**src/rtl/cpu_bus_stim.sv**
```systemverilog
// cpu_bus_stim
//   Data-bus stimulus and opcode-fetch monitor for a CPU core bench.
//   DI carries a constant FILL byte, or a byte from a loadable pattern table
//   indexed by the low address bits. When the sled check is enabled, a small
//   checker follows sync/AD/WE to confirm that opcode fetches are strictly
//   sequential and that no write occurs. It latches the first violation.
//
// Ports
//   clk        system clock, rising edge
//   RST_n      asynchronous active-low reset
//   mode       0 = FILL, 1 = table replay, 2 = FILL + sled check, 3 = FILL
//   cfg_we     table write strobe
//   cfg_addr   table write index
//   cfg_data   table write data
//   AD         cpu address bus
//   WE         cpu write enable (1 = write)
//   sync       cpu opcode-fetch cycle marker
//   DI         data to cpu (combinational)
//   fetch_cnt  saturating count of sync cycles since reset or mode change
//   armed      checker holds a reference fetch address
//   err        sticky violation flag
//   err_code   01 = non-sequential fetch, 10 = write during sled, 00 = none
//   err_addr   AD at the offending cycle
module cpu_bus_stim #(
  parameter int              AW    = 16,
  parameter int              DW    = 8,
  parameter int              DEPTH = 16,
  parameter logic [DW-1:0]   FILL  = 8'hEA,
  parameter int              CNT_W = 16,
  localparam int             IW    = $clog2(DEPTH)
) (
  input  logic             clk,
  input  logic             RST_n,
  input  logic [1:0]       mode,
  input  logic             cfg_we,
  input  logic [IW-1:0]    cfg_addr,
  input  logic [DW-1:0]    cfg_data,
  input  logic [AW-1:0]    AD,
  input  logic             WE,
  input  logic             sync,
  output logic [DW-1:0]    DI,
  output logic [CNT_W-1:0] fetch_cnt,
  output logic             armed,
  output logic             err,
  output logic [1:0]       err_code,
  output logic [AW-1:0]    err_addr
);

  typedef enum logic [1:0] {
    IDLE = 2'd0,
    RUN  = 2'd1,
    ERR  = 2'd2
  } state_t;

  localparam logic [CNT_W-1:0] CNT_MAX = {CNT_W{1'b1}};

  logic [DW-1:0] tbl_reg [DEPTH];
  state_t        state_reg;
  logic [AW-1:0] prev_ad_reg;
  logic [1:0]    mode_prev_reg;
  // No previous mode exists on the first edge after reset. Without this flag,
  // that edge would look like a mode change and would drop the first fetch.
  logic          mode_vld_reg;
  logic          mode_chg;

  // The table read is combinational, so the CPU sees its data in the same cycle.
  // A write to the same entry shows on DI one cycle later.
  always_comb begin
    DI = FILL;
    if (mode == 2'd1) DI = tbl_reg[AD[IW-1:0]];
  end

  always_ff @(posedge clk or negedge RST_n) begin
    if (!RST_n) begin
      for (int i = 0; i < DEPTH; i++) tbl_reg[i] <= FILL;
    end else if (cfg_we) begin
      tbl_reg[cfg_addr] <= cfg_data;
    end
  end

  assign mode_chg = mode_vld_reg && (mode != mode_prev_reg);
  assign armed    = (state_reg != IDLE);

  always_ff @(posedge clk or negedge RST_n) begin
    if (!RST_n) begin
      mode_prev_reg <= 2'd0;
      mode_vld_reg  <= 1'b0;
      fetch_cnt     <= '0;
      state_reg     <= IDLE;
      prev_ad_reg   <= '0;
      err           <= 1'b0;
      err_code      <= 2'b00;
      err_addr      <= '0;
    end else begin
      mode_prev_reg <= mode;
      mode_vld_reg  <= 1'b1;
      if (mode_chg) begin
        // A mode change restarts monitoring. The sync seen in this cycle is discarded.
        fetch_cnt   <= '0;
        state_reg   <= IDLE;
        prev_ad_reg <= '0;
        err         <= 1'b0;
        err_code    <= 2'b00;
        err_addr    <= '0;
      end else begin
        if (sync && (fetch_cnt != CNT_MAX)) fetch_cnt <= fetch_cnt + 1'b1;
        if (mode == 2'd2) begin
          case (state_reg)
            IDLE: begin
              // The first fetch only sets the reference. Writes made during the
              // reset-vector sequence are ignored here.
              if (sync) begin
                prev_ad_reg <= AD;
                state_reg   <= RUN;
              end
            end
            RUN: begin
              // If a write and a bad fetch occur in the same cycle, the write is reported.
              if (WE) begin
                err       <= 1'b1;
                err_code  <= 2'b10;
                err_addr  <= AD;
                state_reg <= ERR;
              end else if (sync) begin
                // The addition is done at AW bits, so all-ones followed by zero is sequential.
                if (AD != prev_ad_reg + AW'(1)) begin
                  err       <= 1'b1;
                  err_code  <= 2'b01;
                  err_addr  <= AD;
                  state_reg <= ERR;
                end else begin
                  prev_ad_reg <= AD;
                end
              end
            end
            ERR:     state_reg <= ERR;
            default: state_reg <= IDLE;
          endcase
        end else begin
          state_reg <= IDLE;
        end
      end
    end
  end

endmodule

```
**config.mk**
```make
export PLATFORM = sky130hd
export DESIGN_NAME = cpu_bus_stim
export DESIGN_NICKNAME = d
export VERILOG_FILES = /design/src/rtl/cpu_bus_stim.sv
export SDC_FILE = /design/constraint.sdc
export NUM_CORES = 1
export LEC_CHECK = 0
export ABC_AREA = 1
export CORE_MARGIN = 1.5
export CORE_UTILIZATION = 55
export CTS_CLUSTER_SIZE = 10
export DETAILED_ROUTE_END_ITERATION = 8
export PLACE_DENSITY = 0.82
export SYNTH_ARGS = -nofsm -noshare
export SYNTH_HDL_FRONTEND = slang
export SYNTH_SLANG_ARGS = --single-unit
```
**constraint.sdc**
```tcl
create_clock -name clk -period 2.83 [get_ports clk]
set_input_delay 0.7075 -clock clk [delete_from_list [all_inputs] [get_ports clk]]
set_output_delay 0.7075 -clock clk [all_outputs]
set_load 0.02 [all_outputs]
```
Yosys cells after proc, flatten, opt, wreduce, memory -nomap -nowiden
Cells that the tools add are included.
- input bits: 35
- bits in registers: 184
- output and inout bits: 44
- add/subtract/negate cells: 2
- bitwise logic cells: 2
- mux-type cells: 41
- $lt $le $gt $ge: 3
- reduce and logical (&&, ||, !) cells: 14
- equality and inequality tests: 14
- operator list (cell ; count):
    $mux 16 ; 14
    $bwmux 128 ; 1
    $add 16x1->16 const B ; 2
    $bmux 8 s4 ; 1
    $demux 8 s4 ; 1
    $mux 8 ; 4
    $pmux 16 s2 ; 1
    $mux 2 ; 12
    $ne 16x16->1 ; 1
    $ne 16x16->1 const B ; 1
    $ne 3x3->1 const B ; 4
    $ge 5x5->1 const B ; 2
    $ne 5x5->1 const B ; 2
    $not 4->5 ; 2
    $reduce_bool 3->1 ; 3
    $reduce_bool 2->1 ; 4
    $mux 1 ; 6
    $pmux 2 s3 ; 1
    $reduce_and 6->1 ; 1
    $lt 5x1->1 const B ; 1
    $eq 2x1->1 const B ; 2
    $eq 2x2->1 const B ; 2
    $ne 4x4->1 const B ; 1
    $reduce_and 4->1 ; 1
    4 further kinds ; 6

Depth between registers and ports, before layout
Gate-level depths: netlist of run 1.
- depth in word-level cells: 8
- gate-level depth with buffers: 17
- mapped depth without buffers: 16

Worst setup path after synthesis of run 1
OpenSTA, ideal clock, no wires.
- path kind: input to output
- start point: input AD[0]
- end point: output DI[2]
- stages on the path: 7
- data required time: 2.122 ns
- path slack: 0.128 ns
- arrival time: 1.994 ns
- cells stage by stage: inv_1 > clkbuf_1 > clkbuf_1 > nor2_1 > o221ai_1 > nand3_1 > a21oi_1
- word-level cells in the longest chain between the ends: 5
- ends and longest elaborated chain (element ; RTL line ; text):
    start, declared ; 38 ; input logic [AW-1:0] AD,
    $not 4->5 (not written as such) ; 70 ; if (mode == 2'd1) DI = tbl_reg[AD[IW-1:0]];
    $bmux 8 s4 ; 70 ;
    $mux 8 (not written as such) (2 in a row) ; 70 ;
    $mux 8 ; 70 ;
    end, declared ; 41 ; output logic [DW-1:0] DI,
Every way passes these cells. The select of a mux whose other input is x is not followed.

Worst setup path in the final report of run 1
- start point: input AD[0]
- end point: output DI[1]
Same word-level chain as after synthesis.

==> out/metrics.cfg, run 1 <==
[power_and_ir_drop]
power_mw=7.89
intPower_mw=5.49
comb_power_share_pct=21.4
vdd_drop_max_v=0.000475
power.leakage_nw=5.25
p_clk_share_pct=32.3
p_seq_share_pct=46.3
netSwitchingPower_mw=2.40
cellPowerDensity_nw_per_um2=686
p_sw_share_pct=30.4

[setup_path]
cp_common_cell=nand3_1
critical_path_class=in2out
crit_path_max_fanout=17
critPathMaxStageDelay_ns=0.18
crit_required_ns=2.12
crit_family=buffers and inverters
critPathBufInv=4
crit_slowest_cell=clkbuf_4
start_kind=input pin
worstSetupEndpointType=output port
crit_chain=clkbuf_4, buf_12, buf_4, a21oi_1, o21ai_0, nand3_1, nand3_1, nand3_1, buf_2
worstPathArrival_ns=2.10

[cells_and_area]
n_fill_cell=1378
drive_gt1_share_pct=17.7
layout.nets=1351
layout_commonest_cell=nand2_1
utilization_pct=68.8
synthToLayoutAreaGrowth_pct=21.7
mostFrequentLayoutCells=nand2_1, o21ai_0, inv_1
largest_reg_flops=128
final_cells=1546
final_cell_area_um2=11500
multi_input_area_um2=4070
regArea_um2=4700

[clock_network]
root_buffer=clkbuf_16
cts_setup_buffers=0
cts_inserted_buffers=17
htreeDepth=4
tritoncts_num_sinks=184
cts_max_path_buffers=2
insertion_delay_ns=0.43
cts_tree=done
cts.clk_slew.worst_paths_ns=0.07

[grt]
first_global_vias=8182
grt_overflow=0
met1_usage_pct=37.7
antenna_found_initial=0
grt_pass1_wl_um=40900
busiest_layer=met2
gr-usage-met2_pct=48.7
gr-usage-all-layers_pct=29.0
grt_max_degree=70
met3_usage_pct=5.71

[placed_design]
hpwl_um=17700
pre_cts_ws_ns=-0.652
dpl_cell_area_um2=10800
dp_cells=1510
io_buffers=78
place_congestion=0.956

[synthesis]
ys.flop_type=dfrtp_1
synth_top_area_share_pct=27.5
synth_cell_types=40
ys_warn_count=0
synth_edf_count=0
synth_top_area_cell=dfrtp_1
synthTopCellsByArea=dfrtp_1, dfstp_2, nand2_1, o21ai_0, inv_1
yosysSeqAreaShare_pct=49.8
yosys_register_bits=184
synth_area_per_cell_um2=7.81
async_flop_share_pct=100
syn_nets=1248
netlist_area_um2=9450
syn-instance-count=1209

[sta]
finalSetupViolCount=0
fin_ws_ns=0.0191
maxSlewHeadroom_pct=56.6
whs_ns=0.284
fmax_mhz=356
timing.clock.skew_ns=0.00759
finalSetupTns_ns=0
post-route-period-util_pct=99.3
hold_viol_final=0
maxSlewViolCount=0
final.min_clock_period_ns=2.81
worstMarginPinSlew_ns=0.652

[flow_run]
maxCapViolCount=0

[route]
via_per_inst=5.66
avgRoutedWirePerCell_um=16.6
first_pass_iters=5
ant_nets=0
num_vias=8757
drt_iter0_drc=861
totalWireLength_um=25600
drcViolationCount=0

[floorplanning]
start_util_pct=56.6
core_region_area_um2=16700
die_h_um=134
dieArea_um2=18000
die_x_um=134
ios=79
rows=47

[worst_hold_path]
hp-class=in2async

[status]
outcome=completed

[routing by layer]
layer  vias to the layer above  share of wire [%]  wire length, um
met3                        54                7.5             1920
met5                         -                  0                0
met1                      4115                 41            10600
met4                         0                2.6              677
met2                       416                 49            12500
li1                       4172                  -                -
[cells by family after synthesis]
family | synth area share [%]
AO/OA/AOI/OAI | 15.3
XOR/XNOR | 1.21
adder cells (fa/ha/maj) | 0.530
buffers and inverters | 7.20
flip-flops | 49.8
other | 0.0397
AND/OR/NAND/NOR | 25.9
[cells in the mapped netlist, types with 2 or more instances]
cell type and n:
buf_4 2, nand3_4 2, dfstp_2 80, nand4_1 24, dfrtp_1 104, nor4_1 3
o221ai_1 12, o211ai_1 4, nor2_2 7, nand2_1 304, buf_2 2, nor3_1 7
nand2_2 19, xor2_1 5, o31ai_1 2, xnor2_1 8, clkbuf_1 53, nand2_4 2
nor2_1 104, or2_2 2, o22ai_1 4, ha_1 4, nor2_4 2, inv_2 2
nand3_1 79, inv_1 109, a21oi_1 45, nand3_2 3, o21bai_1 2, o21ai_0 203
[power groups by stage]
stage          sequential [mW]  combinational, mW  clock (mW)
6_report                  3.65               1.69        2.55
4_1_cts                   3.64               1.68        2.57
3_3_place_gp              3.66               1.61           0
2_1_floorplan             3.67              0.976           0
3_5_place_dp              3.68               1.67           0
5_1_grt                   3.70               1.89        2.69
[what timing repair did]
action	CTS	global route
endpoints found under the hold margin	0	0
hold buffers	0	0
gates cloned	1	2
setup endpoints to repair	8	8
pin swaps	3	2
gates resized for setup	40	12
[worst paths after layout]
check / startpoint / end / slack [ns] / depth (start not counted)
worst max-delay path: AD[0] / DI[1] / 0.02 / 9
worst min-delay path: RST_n / fetch_cnt[9]$_DFFE_PN0P_ / 0.28 / 1
worst max register to register: prev_ad_reg[0]$_DFFE_PN0P_ / prev_ad_reg[11]$_DFFE_PN0P_ / 0.54 / 16
worst min register to register: err_addr[3]$_DFFE_PN0P_ / err_addr[3]$_DFFE_PN0P_ / 0.48 / 2
max in group asynchronous: RST_n / tbl_reg[1]$_DFFE_PN1P_ / 1.79 / 2
min in group clk: err_addr[3]$_DFFE_PN0P_ / err_addr[3]$_DFFE_PN0P_ / 0.48 / 2
[worst register-to-register path, stage by stage (launching register included)]
cell and delay (ns):
dfrtp_1 0.44, ha_1 0.24, nand2_2 0.09, nor2_4 0.22, nand2_2 0.08, nand2_2 0.08
nand2_2 0.05, nand2_2 0.05, inv_1 0.04, nor2_1 0.12, nand2_1 0.08, nor2_2 0.18
nand3_2 0.11, nand2_4 0.10, nand2_4 0.13, nand2_1 0.12, nand2_1 0.06
[cell type report]
class                   instances  area share (%)
well taps                     220            2.39
clock inverters                 9           0.805
clock buffers                  23            4.81
inverters                     112            3.69
flip-flops and latches        184            40.9
diodes                          1          0.0218
repair buffers                144            11.9
multi-input cells             853            35.4
Note: power is estimated with default switching activity, not from simulation.
==> run 2: changes to the inputs <==
--- a/config.mk
+++ b/config.mk
@@ -8,6 +8,7 @@
 export ABC_AREA = 1
 export CORE_MARGIN = 1.5
 export CORE_UTILIZATION = 55
+export CTS_BUF_LIST = sky130_fd_sc_hd__clkbuf_8
 export CTS_CLUSTER_SIZE = 10
 export DETAILED_ROUTE_END_ITERATION = 8
 export PLACE_DENSITY = 0.82
==> run 2 against run 1 <==
Net effect: via count decreased by 1.1%; critical path depth down 1; setup slack better by 0.036 ns; combinational power about the same; clock-buffer cell count is 4 lower; hold slack got worse by 0.050 ns; non-clock buffer count down 2; cell area is 2.0% lower; utilization shrank 1.4 points; power down 6.0%; first-iteration DRC count increased by 5.1%; global-route usage is 0.25 points lower; highest routed layer unchanged.
==> out/metrics.cfg, run 2 (synthesis results as in run 1) <==
[sta]
post-route-period-util_pct=98.1
finalSetupViolCount=0
worstMarginPinSlew_ns=0.660
hold_viol_final=0
maxSlewViolCount=0
fmax_mhz=360
maxSlewHeadroom_pct=56.0
final.min_clock_period_ns=2.77
grt_setup_unrepaired=false
timing.clock.skew_ns=0.0128
finalSetupTns_ns=0
whs_ns=0.233

[setup_path]
critical_path_class=in2out
crit_path_max_fanout=34
crit_chain=buf_2, buf_12, buf_6, o21ai_0, o22ai_1, o211ai_1, nand3_1, buf_2
crit_required_ns=2.12
rr_startpoint=prev_ad_reg[0]$_DFFE_PN0P_
crit_slowest_cell=o21ai_0
cp_common_cell=buf_2
r2r_slack_ns=0.51
worstSetupEndpointType=output port
r2r_cells=16
start_kind=input pin
critPathMaxStageDelay_ns=0.25
worstPathArrival_ns=2.07
worst_r2r_endpoint=prev_ad_reg[11]$_DFFE_PN0P_

[route]
drt_iter0_drc=905
ant_nets=0
drcViolationCount=0
avgRoutedWirePerCell_um=16.3
totalWireLength_um=25100
num_vias=8661
via_per_inst=5.61
first_pass_iters=7

[grt]
first_global_vias=8125
grt_overflow=0
grt_max_degree=70
grt_pass1_wl_um=40600
antenna_found_initial=0
gr-usage-all-layers_pct=28.8

[power_and_ir_drop]
cellPowerDensity_nw_per_um2=658
power_mw=7.41
vdd_drop_max_v=0.000386
power.leakage_nw=5.15

[cells_and_area]
mostFrequentLayoutCells=nand2_1, o21ai_0, inv_1
drive_gt1_share_pct=17.5
num_antenna_cells=0
multi_input_area_um2=4070
regArea_um2=4700
utilization_pct=67.5
layout.nets=1349
final_cell_area_um2=11300
layout_commonest_cell=nand2_1
synthToLayoutAreaGrowth_pct=19.3
largest_reg_flops=128
n_fill_cell=1409

[status]
outcome=completed

[placed_design]
place_congestion=0.956
io_buffers=78
hpwl_um=17700
dpl_cell_area_um2=10800

[floorplanning]
rows=47
core_region_area_um2=16700
ios=79
start_util_pct=56.6
die_x_um=134
dieArea_um2=18000
die_h_um=134

[flow_run]
maxCapViolCount=0

[clock_network]
holdBufCountCts=0
tritoncts_num_sinks=184
cts_inserted_buffers=17
htreeDepth=4
insertion_delay_ns=0.47
cts_setup_buffers=0
cts_tree=done
cts_max_path_buffers=2
cts.clk_slew.worst_paths_ns=0.10
root_buffer=clkbuf_8

[worst_hold_path]
hp-class=in2async

==> run 2: cell count changes in the layout (fill, tap and decap cells not counted), sizes merged <==
cell,delta
diode,-1
buf,+2
bufinv,+4
clkbuf,-8
==> run 2: cell type report <==
cell class                 instances  area share [%]
clock buffer                      19            2.32
clock inverter                    13            1.89
inverter                         112            3.74
multi-input combinational        853            36.1
sequential                       184            41.8
tap                              220            2.44
timing repair buffer             142            11.7
==> run 2: through the flow <==
stage               cells  setup slack, ns
global route         1543          0.00572
detailed placement   1510           -0.652
CTS                  1543          -0.0210
global placement     1510           -0.629
finish               1543           0.0551
floorplan            1209            0.128
==> run 2: worst max path at each step <==
stage                     start  endpoint  slack (ns)  cells past startpoint
after floorplan           AD[0]     DI[2]        0.13                      7
after global placement    AD[1]     DI[4]       -0.63                      9
after detailed placement  AD[1]     DI[3]       -0.65                      7
after CTS                 AD[1]     DI[7]       -0.02                      9
after global routing      AD[0]     DI[6]       0.006                      9
final                     AD[0]     DI[6]        0.06                      8
==> run 2: timing repair <==
action / CTS / global route
gates cloned: 1 / 0
pin swaps: 3 / 0
gates resized for setup: 39 / 6
endpoints found under the setup margin: 8 / 8
==> run 2: per-layer routing <==
metal | global-route usage, % | wire, um | vias to the layer above
met5 | 0 | 0 | -
met3 | 3.97 | 1790 | 61
met1 | 38.4 | 10500 | 4090
met4 | 12.3 | 748 | 0
met2 | 47.4 | 12100 | 347
li1 | - | - | 4163
==> run 2: where the power goes <==
part / leakage [nW] / total (mW) / switching [mW] / internal (mW)
Combinational: 2.73 / 1.67 / 0.999 / 0.670
Sequential: 2.17 / 3.65 / 0.330 / 3.32
Clock: 0.242 / 2.10 / 0.984 / 1.11
==> run 2: worst max-delay path: cells and delay by family <==
family | cells | cell delay [ns]
compound gates | 3 | 0.60
buf+inv | 4 | 0.64
simple gates | 1 | 0.10
